[src/rtl/fetch_stage_pkg.sv]
// Shared constants for the MIPS instruction-fetch stage: default widths, reset PC and bubble encoding.
package fetch_stage_pkg;

  localparam int unsigned DEF_ADDRESS_WIDTH = 32;
  localparam int unsigned DEF_INSTR_WIDTH   = 32;
  localparam logic [31:0] DEF_RESET_PC      = 32'h0000_0000;
  // sll $0,$0,0
  localparam logic [31:0] DEF_NOP_INSTR     = 32'h0000_0000;
  localparam int unsigned INSTR_BYTES       = 4;

endpackage

[src/rtl/fetch_stage_if_id_skid_buf.sv]
// IF/ID pipeline register with a one-entry hold buffer that parks a good word fetched while decode is stalled.
module if_id_skid_buf
  import fetch_stage_pkg::*;
#(
  parameter int unsigned ADDRESS_WIDTH = DEF_ADDRESS_WIDTH,
  parameter int unsigned INSTR_WIDTH   = DEF_INSTR_WIDTH,
  parameter logic [INSTR_WIDTH-1:0] NOP_INSTR = INSTR_WIDTH'(DEF_NOP_INSTR)
) (
  input  logic                     clk,
  input  logic                     rst,
  input  logic                     flush,
  input  logic                     stall,
  input  logic                     load,
  input  logic [INSTR_WIDTH-1:0]   instr,
  input  logic [ADDRESS_WIDTH-1:0] pc_plus4,
  output logic                     hold_valid,
  output logic [INSTR_WIDTH-1:0]   instr_d,
  output logic [ADDRESS_WIDTH-1:0] pc_plus4_d,
  output logic                     valid_d
);

  logic [INSTR_WIDTH-1:0]   hold_instr;
  logic [ADDRESS_WIDTH-1:0] hold_pc_plus4;

  // Priority: flush > stall (park new word) > drain buffer > load new word > bubble.
  always_ff @(posedge clk) begin
    if (rst) begin
      hold_valid    <= 1'b0;
      hold_instr    <= NOP_INSTR;
      hold_pc_plus4 <= '0;
      instr_d       <= NOP_INSTR;
      pc_plus4_d    <= '0;
      valid_d       <= 1'b0;
    end else if (flush) begin
      hold_valid <= 1'b0;
      instr_d    <= NOP_INSTR;
      pc_plus4_d <= '0;
      valid_d    <= 1'b0;
    end else if (stall) begin
      if (load) begin
        hold_valid    <= 1'b1;
        hold_instr    <= instr;
        hold_pc_plus4 <= pc_plus4;
      end
    end else if (hold_valid) begin
      hold_valid <= 1'b0;
      instr_d    <= hold_instr;
      pc_plus4_d <= hold_pc_plus4;
      valid_d    <= 1'b1;
    end else if (load) begin
      instr_d    <= instr;
      pc_plus4_d <= pc_plus4;
      valid_d    <= 1'b1;
    end else begin
      instr_d    <= NOP_INSTR;
      pc_plus4_d <= '0;
      valid_d    <= 1'b0;
    end
  end

endmodule

[src/rtl/fetch_stage.sv]
// IF stage: PC register, instruction-memory request handshake, redirect handling and IF/ID fill.
module fetch_stage
  import fetch_stage_pkg::*;
#(
  parameter int unsigned ADDRESS_WIDTH = DEF_ADDRESS_WIDTH,
  parameter int unsigned INSTR_WIDTH   = DEF_INSTR_WIDTH,
  parameter logic [ADDRESS_WIDTH-1:0] RESET_PC  = ADDRESS_WIDTH'(DEF_RESET_PC),
  parameter logic [INSTR_WIDTH-1:0]   NOP_INSTR = INSTR_WIDTH'(DEF_NOP_INSTR)
) (
  input  logic                     i_CLK,
  input  logic                     i_RST,
  input  logic                     i_StallF,
  input  logic                     i_StallD,
  input  logic                     i_PCSrcD,
  input  logic [ADDRESS_WIDTH-1:0] i_PCD,
  input  logic [INSTR_WIDTH-1:0]   i_IMemRdata,
  input  logic                     i_IMemReady,
  output logic                     o_IMemReq,
  output logic [ADDRESS_WIDTH-1:0] o_IMemAddr,
  output logic [ADDRESS_WIDTH-1:0] o_PCF,
  output logic [INSTR_WIDTH-1:0]   o_InstrD,
  output logic [ADDRESS_WIDTH-1:0] o_PCPlus4D,
  output logic                     o_ValidD
);

  logic [ADDRESS_WIDTH-1:0] pc;
  logic [ADDRESS_WIDTH-1:0] pc_plus4;
  logic [ADDRESS_WIDTH-1:0] pend_pc;
  logic                     pend_valid;
  logic                     in_flight;
  logic                     hold_valid;
  logic                     accept;
  logic                     redir;
  logic                     good_word;

  // A started request is never withdrawn; a parked word blocks new requests.
  assign o_IMemReq  = in_flight | (~i_StallF & ~hold_valid);
  assign accept     = o_IMemReq & i_IMemReady;
  assign redir      = i_PCSrcD & ~i_StallD;
  assign good_word  = accept & ~redir & ~pend_valid;
  assign pc_plus4   = pc + ADDRESS_WIDTH'(INSTR_BYTES);
  assign o_IMemAddr = pc;
  assign o_PCF      = pc;

  // Redirects arriving mid-wait are deferred so the address stays stable until the accept.
  always_ff @(posedge i_CLK) begin
    if (i_RST) begin
      pc         <= RESET_PC;
      pend_valid <= 1'b0;
      pend_pc    <= '0;
      in_flight  <= 1'b0;
    end else begin
      in_flight <= o_IMemReq & ~i_IMemReady;
      if (redir && in_flight && !i_IMemReady) begin
        pend_valid <= 1'b1;
        pend_pc    <= i_PCD;
      end else if (redir) begin
        pc         <= i_PCD;
        pend_valid <= 1'b0;
      end else if (accept && pend_valid) begin
        pc         <= pend_pc;
        pend_valid <= 1'b0;
      end else if (accept) begin
        pc <= pc_plus4;
      end
    end
  end

  if_id_skid_buf #(
    .ADDRESS_WIDTH (ADDRESS_WIDTH),
    .INSTR_WIDTH   (INSTR_WIDTH),
    .NOP_INSTR     (NOP_INSTR)
  ) u_skid (
    .clk        (i_CLK),
    .rst        (i_RST),
    .flush      (redir),
    .stall      (i_StallD),
    .load       (good_word),
    .instr      (i_IMemRdata),
    .pc_plus4   (pc_plus4),
    .hold_valid (hold_valid),
    .instr_d    (o_InstrD),
    .pc_plus4_d (o_PCPlus4D),
    .valid_d    (o_ValidD)
  );

  // Hazard unit never stalls decode without also stalling fetch.
  assert property (@(posedge i_CLK) disable iff (i_RST) !(i_StallD && !i_StallF));

endmodule
[config.mk]
export PLATFORM = sky130hd
export DESIGN_NAME = fetch_stage
export DESIGN_NICKNAME = d
export VERILOG_FILES = /design/src/rtl/fetch_stage_pkg.sv /design/src/rtl/fetch_stage_if_id_skid_buf.sv /design/src/rtl/fetch_stage.sv
export SDC_FILE = /design/constraint.sdc
export NUM_CORES = 1
export LEC_CHECK = 0
export CAP_MARGIN = 10
export CORE_UTILIZATION = 45
export DETAILED_ROUTE_END_ITERATION = 7
export GPL_TIMING_DRIVEN = 0
export PLACE_DENSITY = 0.68
export RECOVER_POWER = 25
export REMOVE_ABC_BUFFERS = 1
export SYNTH_ARGS = -nofsm -noshare
export SYNTH_HDL_FRONTEND = slang
export SYNTH_SLANG_ARGS = --single-unit
[constraint.sdc]
create_clock -name i_CLK -period 6.22 [get_ports i_CLK]
set_input_delay 0.933 -clock i_CLK [delete_from_list [all_inputs] [get_ports i_CLK]]
set_output_delay 0.933 -clock i_CLK [all_outputs]
set_load 0.1 [all_outputs]
==> reports/results.tsv <==
metric	value	unit
Vias	8683	
Pleak	4.06	nW
Final Max Tran Viols	33	
status	finished, violations left	
synth unique cells	70	
Highest Clock Rate	208	MHz
Req. time, crit path	5290	ps
Buffers & Inverters on Critical Path	3	
GR Overflow Total	0	
Final ANT Viol Nets	0	
vias in the first global route	7926	
clock sink count	196	
First-pass DRT Iterations	6	
Clock Latency Late Sink	440	ps
HP Class	reg2reg	
sequential-to-total area share from yosys stat	43.6	%
CP startpoint kind	register	
largest net degree at the start of global routing	75	
Starting Density	46.1	%
Pwr per Cell Area	287	nW/um^2
Max-Cap Viols	1	
# IOs	200	
routed vias/inst	5.74	
switching share of power	34.0	%
clock root cell	clkbuf_16	
first-pass GRT wire length	43000	um
pre-CTS WS	1990	ps
routed wire length	27100	um
Worst Setup Path Type	reg2out	
CTS tree	built	
cells after synthesis	1128	
chip height	143	um
Pint	2.19	mW
Clock Power Share	35.2	%
unrepaired setup endpoints after global routing	no	
DPL Wire Length	18000	um
port bufs	199	
Setup violations, final	0	
Critical Path Fanout Max	37	
fin nets	1307	
initial antenna violation count	0	
Max Clock Skew	8.98	ps
top-area cell type share of the netlist area	43.6	%
Setup WS post-layout	1420	ps
fin crit share	77.1	%
core area	19500	sq um
Flop pwr share	41.4	%
cell taking the most area after synthesis	dfxtp_1	
register area	3920	sq um
H-tree Lvls	4	
clock-pin transition on the worst setup and hold timing paths	60	ps
main flop type after synthesis	dfxtp_1	
Multi-input gate area	4350	sq um
EDFF count, synth	0	
total power	3.31	mW
crit-path leading delay family	buffers and inverters	
Slew HR	-38.5	%
Area contributors post-synth	dfxtp_1 (44%), a21oi_1 (7.8%), nand2_1 (7.0%)	
Synth Area per Inst	7.98	sq um
NetSw	1.12	mW
clock buffer count from CTS	17	
antenna diode count	0	
Worst setup EP type	primary output	
Layout Cells excl Fill	1514	
Area Overhead vs Synth	28.4	%
Arrival @ worst endpoint	3860	ps
post_cts resized	0	
asr flop ratio synth	0	%
synth warn	0	
drc violations	0	
Rows	51	
# hold bufs at CTS	0	
share of cells above drive strength 1	6.08	%
Critical-path top delay cell	dfxtp_1	
Seq cells post-synth	196	
Total GRT Usage	26.7	%
CP cell instances	buf_12 -> o21ba_1 -> inv_2 -> clkdlybuf4s50_1	
Hold Fails Final Rpt	0	
peak supply drop	167	uV
failing checks	max-capacitance violations, max-slew violations	
Inst Count DP	1481	
Largest stage delay, worst path	1250	ps
Final GP Congestion	0.849	
postcts setup bufs	0	
DIE WIDTH	143	um
crit path time final	4800	ps
DR WL/cell	17.9	um
initial DRC count	786	
combinational share of power	23.4	%
die area	20600	sq um
Mapped Area	9000	sq um
clk buf depth	2	
Worst Tran Pin Value	2080	ps
fill count	1841	
-- power groups by stage --
stage | logic, mW | registers [mW] | clock network (mW)
3_5_place_dp | 0.780 | 1.40 | 0
5_1_grt | 0.814 | 1.38 | 1.24
3_3_place_gp | 0.766 | 1.40 | 0
4_1_cts | 0.782 | 1.37 | 1.18
6_report | 0.775 | 1.37 | 1.17
2_1_floorplan | 0.180 | 1.74 | 0
-- path summary, 6_finish.rpt --
check,from,to,slack (ps),depth (start not counted)
worst max-delay path,u_skid.hold_valid$_SDFFE_PP0P_,o_IMemReq,1420,4
worst min-delay path,pend_pc[8]$_SDFFE_PP0P_,pend_pc[8]$_SDFFE_PP0P_,450,2
worst max register to register,u_skid.hold_valid$_SDFFE_PP0P_,o_IMemAddr[31]$_SDFFE_PP0P_,2130,7
worst min register to register,pend_pc[8]$_SDFFE_PP0P_,pend_pc[8]$_SDFFE_PP0P_,450,2
-- state kept, by name (all words and copies together), names as in the netlist --
signal / flops
u_skid.hold_pc_plus4: 32
pend_pc: 32
u_skid.valid_d: 1
u_skid.hold_instr: 32
pend_valid: 1
in_flight: 1
u_skid.pc_plus4_d: 32
u_skid.instr_d: 32
o_IMemAddr: 32
u_skid.hold_valid: 1
-- worst reg2reg max path: stages (launching register included) --
cell and delay, ps:
dfxtp_1 1250, buf_12 320, o21ba_1 590, inv_2 220
a2bb2oi_2 830, nor2_1 320, a31o_1 260, a32o_1 190
-- Yosys cell counts (2+ instances only) --
cell       instances
o31a_1             3
or3_4              2
a32o_1             2
nand4_1           13
dfxtp_1          196
nor2_1           107
a32oi_1            3
a221oi_1          39
nand2b_1           3
nor3_1            68
a211oi_1          28
xnor2_1           17
o32ai_1            6
a21boi_1           4
or2_2              2
o211a_1            2
a21oi_1          140
a21o_1             7
inv_1             11
a2bb2oi_1          5
o311a_1            2
o2bb2ai_1          2
nor2b_1            2
nor4_1            14
buf_2              4
a31oi_1            5
and3_1             4
a21boi_0           5
o21ai_0           55
a211o_1            3
nand2_1          167
o21a_1             2
and4_1             3
buf_4             36
nand3_1           18
o211ai_1           6
or4_1              4
clkbuf_1          81
clkbuf_8           6
and2_1             5
xor2_1             7
buf_1              5
a311oi_1           7
-- through the flow --
stage	hold slack, ps	TNS, ps	util (%)	cell area, sq um
finish	451	0	59.2	11600
global route	467	0	59.2	11600
CTS	455	0	59.2	11600
detailed placement	446	0	56.1	10900
global placement	438	-819190	54.4	10600
floorplan	425	-16310	-	8290
-- final cells by class --
class                           instances  share of cell area [%]
Sequential cell                       196                    34.0
Tap cell                              265                    2.87
Clock inverter                         10                    1.25
Inverter                               12                   0.390
Timing Repair Buffer                  222                    19.8
Multi-Input combinational cell        787                    37.6
Clock buffer                           22                    4.10
-- layer usage --
metal  wire length (um)  up-vias  track usage (%)
met5                  0        -                0
met4                330        0             7.33
met3               1750       29             4.53
met2              12900      303             44.6
met1              12200     4132             35.3
li1                   -     4219                -
-- kinds of logic (layout without fill, tap and decap cells) --
kind of cell    count (synthesis)  in the layout  synth area share [%]
simple gates                  421            421                  21.1
compound gates                341            341                  24.5
flops                         196            196                  43.6
buf+inv                       145            266                  8.36
xor+xnor                       24             24                  2.34
fa+ha+maj                       1              1                 0.139
-- cell usage in the layout, fill, tap and decap left out, types with 4 or more instances in the layout --
cell type / n
a21boi_1: 4
buf_6: 6
xnor2_1: 17
and3_1: 4
nand4_1: 13
clkbuf_16: 17
nor3_1: 67
dlygate4sd3_1: 55
a31oi_1: 5
o21ai_0: 54
a21boi_0: 5
clkdlybuf4s50_1: 142
a21o_1: 7
or4_1: 4
inv_1: 10
xor2_1: 7
nor2_1: 105
buf_12: 5
nor4_1: 14
nand2_1: 166
a21oi_1: 140
clkbuf_1: 4
a211oi_1: 28
and2_1: 5
buf_4: 7
dfxtp_1: 196
a221oi_1: 39
o211ai_1: 6
o32ai_1: 6
buf_8: 4
nand3_1: 18
a311oi_1: 7
a2bb2oi_1: 5
Power figures use the tool's default switching activity.
